File: src/rtl/ctx_conflict_sched.sv
// ctx_conflict_sched: splits 8-lane pixel groups that carry duplicate
// low contexts (ql) into conflict-free issue cycles. This protects the
// downstream scatter stage, which can only place one lane per context.
// The lowest lane wins each context, and remaining duplicates issue in
// later cycles in ascending lane order.
module ctx_conflict_sched #(
    parameter int CNT_W = 16
) (
    input  logic             clk,
    input  logic             rst,
    input  logic             i_vl,
    output logic             o_rdy,
    input  logic             i_et,
    input  logic [7:0]       i_x  [1:8],
    input  logic [7:0]       i_px [1:8],
    input  logic             i_s  [1:8],
    input  logic [4:0]       i_qh [1:8],
    input  logic [3:0]       i_ql [1:8],
    input  logic [13:0]      i_rl,
    output logic             o_vl,
    output logic             o_et,
    output logic [7:0]       o_x  [1:8],
    output logic [7:0]       o_px [1:8],
    output logic             o_s  [1:8],
    output logic [4:0]       o_qh [1:8],
    output logic [3:0]       o_ql [1:8],
    output logic [13:0]      o_rl,
    output logic [CNT_W-1:0] o_conf_cnt
);

    typedef enum logic {IDLE, SPLIT} state_t;

    // control state (reset)
    state_t           state_q, state_d;
    logic [8:1]       pend_q, pend_d;
    logic             vl_q, vl_d;
    logic             et_q, et_d;
    logic [3:0]       oql_q [1:8];
    logic [3:0]       oql_d [1:8];
    logic [13:0]      rl_q, rl_d;
    logic [CNT_W-1:0] cnt_q, cnt_d;

    // captured group (no reset, contents are don't-care after reset)
    logic [7:0]       gx_q  [1:8];
    logic [7:0]       gx_d  [1:8];
    logic [7:0]       gpx_q [1:8];
    logic [7:0]       gpx_d [1:8];
    logic             gs_q  [1:8];
    logic             gs_d  [1:8];
    logic [4:0]       gqh_q [1:8];
    logic [4:0]       gqh_d [1:8];
    logic [3:0]       gql_q [1:8];
    logic [3:0]       gql_d [1:8];
    logic             get_q, get_d;

    // scratch
    logic             acc;
    logic [3:0]       nql  [1:8];
    logic [3:0]       cql  [1:8];
    logic [8:1]       cmask;
    logic [8:1]       iss;
    logic [8:1]       rem;

    assign o_rdy      = (state_q == IDLE);
    assign o_vl       = vl_q;
    assign o_et       = et_q;
    assign o_ql       = oql_q;
    assign o_rl       = rl_q;
    assign o_conf_cnt = cnt_q;
    assign o_x        = gx_q;
    assign o_px       = gpx_q;
    assign o_s        = gs_q;
    assign o_qh       = gqh_q;

    // issue-set selection and next-state / output computation
    always_comb begin
        state_d = state_q;
        pend_d  = pend_q;
        cnt_d   = cnt_q;
        vl_d    = 1'b0;
        et_d    = 1'b0;
        rl_d    = '0;
        gx_d    = gx_q;
        gpx_d   = gpx_q;
        gs_d    = gs_q;
        gqh_d   = gqh_q;
        gql_d   = gql_q;
        get_d   = get_q;
        acc     = i_vl && (state_q == IDLE);
        cmask   = '0;
        iss     = '0;
        rem     = '0;
        for (int i = 1; i <= 8; i++) begin
            oql_d[i] = 4'hf;
            nql[i]   = (i_ql[i] > 4'd13) ? 4'hf : i_ql[i];
            cql[i]   = 4'hf;
        end

        // candidates: fresh input lanes when accepting, else the pending mask
        for (int i = 1; i <= 8; i++) begin
            if (state_q == IDLE) begin
                cql[i]   = nql[i];
                cmask[i] = acc && (nql[i] != 4'hf);
            end else begin
                cql[i]   = gql_q[i];
                cmask[i] = pend_q[i];
            end
        end

        // a candidate issues only if no lower candidate holds the same ql
        for (int i = 1; i <= 8; i++) begin
            iss[i] = cmask[i];
            for (int j = 1; j < i; j++) begin
                if (cmask[j] && (cql[j] == cql[i])) iss[i] = 1'b0;
            end
        end
        rem = cmask & ~iss;

        case (state_q)
            IDLE: begin
                if (acc) begin
                    gx_d   = i_x;
                    gpx_d  = i_px;
                    gs_d   = i_s;
                    gqh_d  = i_qh;
                    gql_d  = nql;
                    get_d  = i_et;
                    vl_d   = 1'b1;
                    rl_d   = i_rl;
                    pend_d = rem;
                    for (int i = 1; i <= 8; i++) begin
                        if (iss[i]) oql_d[i] = cql[i];
                    end
                    if (rem == '0) et_d = i_et;
                    else           state_d = SPLIT;
                end
            end
            SPLIT: begin
                vl_d   = 1'b1;
                pend_d = rem;
                for (int i = 1; i <= 8; i++) begin
                    if (iss[i]) oql_d[i] = cql[i];
                end
                if (cnt_q != {CNT_W{1'b1}}) cnt_d = cnt_q + CNT_W'(1);
                if (rem == '0) begin
                    et_d    = get_q;
                    state_d = IDLE;
                end
            end
            default: state_d = IDLE;
        endcase
    end

    // control and output registers, cleared by reset
    always_ff @(posedge clk) begin
        if (rst) begin
            state_q <= IDLE;
            pend_q  <= '0;
            vl_q    <= 1'b0;
            et_q    <= 1'b0;
            rl_q    <= '0;
            cnt_q   <= '0;
            for (int i = 1; i <= 8; i++) oql_q[i] <= 4'hf;
        end else begin
            state_q <= state_d;
            pend_q  <= pend_d;
            vl_q    <= vl_d;
            et_q    <= et_d;
            rl_q    <= rl_d;
            cnt_q   <= cnt_d;
            oql_q   <= oql_d;
        end
    end

    // captured group data; held outside acceptance
    always_ff @(posedge clk) begin
        gx_q  <= gx_d;
        gpx_q <= gpx_d;
        gs_q  <= gs_d;
        gqh_q <= gqh_d;
        gql_q <= gql_d;
        get_q <= get_d;
    end

endmodule

File: config.mk
export PLATFORM = sky130hd
export DESIGN_NAME = ctx_conflict_sched
export DESIGN_NICKNAME = d
export VERILOG_FILES = /design/src/rtl/ctx_conflict_sched.sv
export SDC_FILE = /design/constraint.sdc
export NUM_CORES = 1
export LEC_CHECK = 0
export BUFFER_PORTS_ARGS = -buffer_cell sky130_fd_sc_hd__buf_2
export CELL_PAD_IN_SITES_DETAIL_PLACEMENT = 1
export CELL_PAD_IN_SITES_GLOBAL_PLACEMENT = 1
export CORE_MARGIN = 8
export CORE_UTILIZATION = 41
export CTS_BUF_LIST = sky130_fd_sc_hd__clkbuf_16
export CTS_CLUSTER_DIAMETER = 120
export DETAILED_ROUTE_END_ITERATION = 8
export PLACE_DENSITY = 0.85
export SYNTH_ARGS = -nofsm -noshare
export SYNTH_HDL_FRONTEND = slang
export SYNTH_SLANG_ARGS = --single-unit
File: constraint.sdc
create_clock -name clk -period 5.05 [get_ports clk]
set_input_delay 1.01 -clock clk [delete_from_list [all_inputs] [get_ports clk]]
set_output_delay 1.01 -clock clk [all_outputs]
set_load 0.02 [all_outputs]
==> results.cfg <==
[run_status]
status = finished clean

[global_routing]
grt-ovfl-total = 0
grt_pass1_wl_um = 65160
grt_use_total = 0.2590
antenna_found_initial = 15
grt_pass1_vias = 9472
grt_max_degree = 140

[clock_network]
cts.sinks = 278
cts_buffers = 30
path_clk_slew_ns = 0.06
ctsHoldBuffers = 0
clk_latency_ns = 0.55
root_buffer = clkbuf_16
post_cts_buffers = 0
cts_tree = done
clock_path_buffers = 3
post_cts_resized = 0
h-tree-depth = 1

[logic_synthesis]
synthFlopType = edfxtp_1
synth-seq-cells = 278
synth-seq-area-share = 0.6491
synthAdderAreaFrac = 0.001065
async_flop_share = 0
synthesis.nets = 1097
synth_edf_count = 206
syn_area_mm2 = 0.01175
synth-simple-area-share = 0.1015
synth_xor_area_frac = 0.1267
synth_top_family_by_area = XOR/XNOR gates
yosysWarnings = 0
syn_inst = 870
synth-compound-area-share = 0.06410
synth_area_per_cell_um2 = 13.51
synth.distinct_cells = 65
synth.area.mux_share = 0.02087

[place]
port-buffer-count = 466
hpwlAfterDp_um = 35520
dp_cells = 1641
place_area_mm2 = 0.01419
place.gp.congestion = 0.9228

[timing]
fin_setup_tns_ns = 0
min_period_ns = 3.358
skew_ns = 0.01788
whs_ns = 0.4806
setup_violations = 0
slew_headroom = 0.2774
fin_crit_sh = 0.6649
fmax_mhz = 297.8
rsz0062_at_grt = false
worstMarginPinSlew_ns = 1.084
hold_viol_final = 0
slew_violations = 0

[pwr]
leakagePower_nw = 5.930
p_per_area_mw_per_mm2 = 391.0
ir_drop_uv = 267.6

[floorplanning]
die_y_um = 185.3
die_w_um = 185.3
core_area_mm2 = 0.02847
dieArea_mm2 = 0.03433
ioPinCount = 467
start_util = 0.4128
rows = 62

[worst_setup_path]
end_kind = flop
start_kind = flop
crit_fanout = 139
criticalPathCategory = reg -> reg
crit_required_ns = 5.49
arrival_ns = 3.80

[finish]
stdcell_area_mm2 = 0.01511
fin_cells = 1709
fin_util = 0.5307
layout.nets = 1516
final_layout_size_suffix_gt1_frac = 0.4136
syn_to_final_growth_pct = 28.58

[detailed_routing]
routed_wl_um = 46740
viasPerCell = 5.344
first_pass_iters = 5
first_iter_violations = 645
dr_total_vias = 9133
route.detailed.drc = 0
ant_nets = 0
wl_per_cell_um = 27.35

[min_path]
worstHoldPathType = reg -> reg

[job]
cap_violations = 0
==> per-stage QoR <==
| stage | worst slack (ns) | power, mW |
|---|---|---|
| detailed placement | 1.359 | 3.961 |
| floorplan | 1.391 | 3.530 |
| global placement | 1.495 | 3.923 |
| finish | 1.692 | 5.908 |
| global route | 1.426 | 6.116 |
| CTS | 1.653 | 5.953 |
==> path summary, 6_finish.rpt <==
check,slack [ns],start,cells after the start,end
max,1.69,state_q,9,o_et
min,0.48,pend_q[8],2,pend_q[8]
max reg2reg,1.69,state_q,9,o_et
min reg2reg,0.48,pend_q[8],2,pend_q[8]
==> cells in the mapped netlist (3+ instances only) <==
| cell type | n | area [µm²] |
|---|---|---|
| xor2_1 | 36 | 315.3 |
| a311o_1 | 7 | 70.07 |
| mux2i_1 | 22 | 220.2 |
| a22oi_4 | 3 | 63.81 |
| a2111oi_2 | 3 | 45.04 |
| nand2b_1 | 14 | 87.58 |
| nand3_1 | 21 | 105.1 |
| nor4_1 | 8 | 50.05 |
| and2_1 | 17 | 106.4 |
| a22oi_2 | 3 | 37.54 |
| clkbuf_1 | 36 | 135.1 |
| nor3_1 | 5 | 25.02 |
| a31oi_1 | 3 | 18.77 |
| a41oi_1 | 3 | 26.28 |
| a311oi_1 | 4 | 35.03 |
| a221oi_1 | 4 | 35.03 |
| a211oi_1 | 11 | 82.58 |
| buf_6 | 5 | 56.30 |
| nor2b_1 | 5 | 31.28 |
| nand4_1 | 43 | 269.0 |
| or3_1 | 5 | 31.28 |
| xnor2_1 | 134 | 1174 |
| buf_2 | 37 | 185.2 |
| edfxtp_1 | 206 | 6186 |
| dfxtp_1 | 72 | 1441 |
| inv_1 | 6 | 22.52 |
| nor2_1 | 28 | 105.1 |
| a22oi_1 | 6 | 45.04 |
| a21oi_1 | 19 | 95.09 |
| o22ai_1 | 3 | 18.77 |
| a2111oi_0 | 4 | 35.03 |
| nand2_1 | 53 | 198.9 |
==> final cells by class <==
class | count | area [µm²]
clock buffer | 30 | 750.7
timing repair buffer | 469 | 2355
sequential | 278 | 7629
clock inverter | 26 | 135.1
fill | 3069 | 13360
antenna | 12 | 30.03
tap | 384 | 480.5
inverter | 8 | 37.54
multi-input combinational | 502 | 3692
==> report_power, final <==
group          switching [mW]  internal (mW)  leakage [nW]
logic                   0.753          0.379          2.87
clock network           0.907           1.08         0.478
registers               0.105           2.68          2.58
==> registers in the layout (all words and copies together), names as in the netlist <==
signal,cells
get_q,1
gql_q,29
o_conf_cnt,16
o_et,1
o_px,64
o_qh,40
o_ql,32
o_rl,14
o_s,8
o_vl,1
o_x,64
pend_q,7
state_q,1
==> placed cells by master, fill, tap and decap left out, drive strengths merged, types with 2 or more instances in the layout <==
master | netlist | final
a2111oi | 7 | 7
a211oi | 11 | 11
a21oi | 19 | 19
a221oi | 4 | 4
a22o | 2 | 2
a22oi | 12 | 12
a311o | 7 | 7
a311oi | 5 | 5
a31o | 3 | 3
a31oi | 3 | 3
a41oi | 3 | 3
and2 | 17 | 17
buf | 46 | 469
clkbuf | 36 | 30
clkinv | 0 | 11
clkinvlp | 0 | 2
dfxtp | 72 | 72
diode | 0 | 12
edfxtp | 206 | 206
inv | 8 | 21
mux2i | 23 | 23
nand2 | 57 | 57
nand2b | 14 | 14
nand3 | 21 | 21
nand4 | 43 | 43
nor2 | 30 | 30
nor2b | 5 | 5
nor3 | 7 | 7
nor4 | 10 | 10
o211ai | 2 | 2
o21ai | 2 | 2
o22ai | 3 | 3
o31ai | 2 | 2
or3 | 5 | 5
xnor2 | 134 | 134
xor2 | 36 | 36
==> logic make-up (layout without fill, tap and decap cells) <==
logic type | after synthesis | in the layout
XOR/XNOR | 170 | 170
flip-flops | 278 | 278
other | 0 | 12
AO/OA/AOI/OAI | 90 | 90
buffers and inverters | 90 | 533
adder cells (fa/ha/maj) | 1 | 1
multiplexers | 24 | 24
AND/OR/NAND/NOR | 217 | 217
==> worst max-delay path: stages, from the launching register on <==
cell       delay, ns
dfxtp_2         0.32
inv_2           0.44
nand2_4         0.17
inv_8           0.69
nand2_1         0.35
nor4_1          0.46
a2111oi_2       0.14
a31o_1          0.22
nor4b_4         0.14
and4b_1         0.22
==> per-layer routing <==
layer,vias to the layer above,GRT usage,share of wire
met5,-,0,0.0013
met4,12,0.09827,0.038
met3,85,0.08121,0.10
met2,439,0.4322,0.49
met1,4595,0.3094,0.37
li1,4002,-,-
No activity file was read; power rests on OpenSTA's default activity.
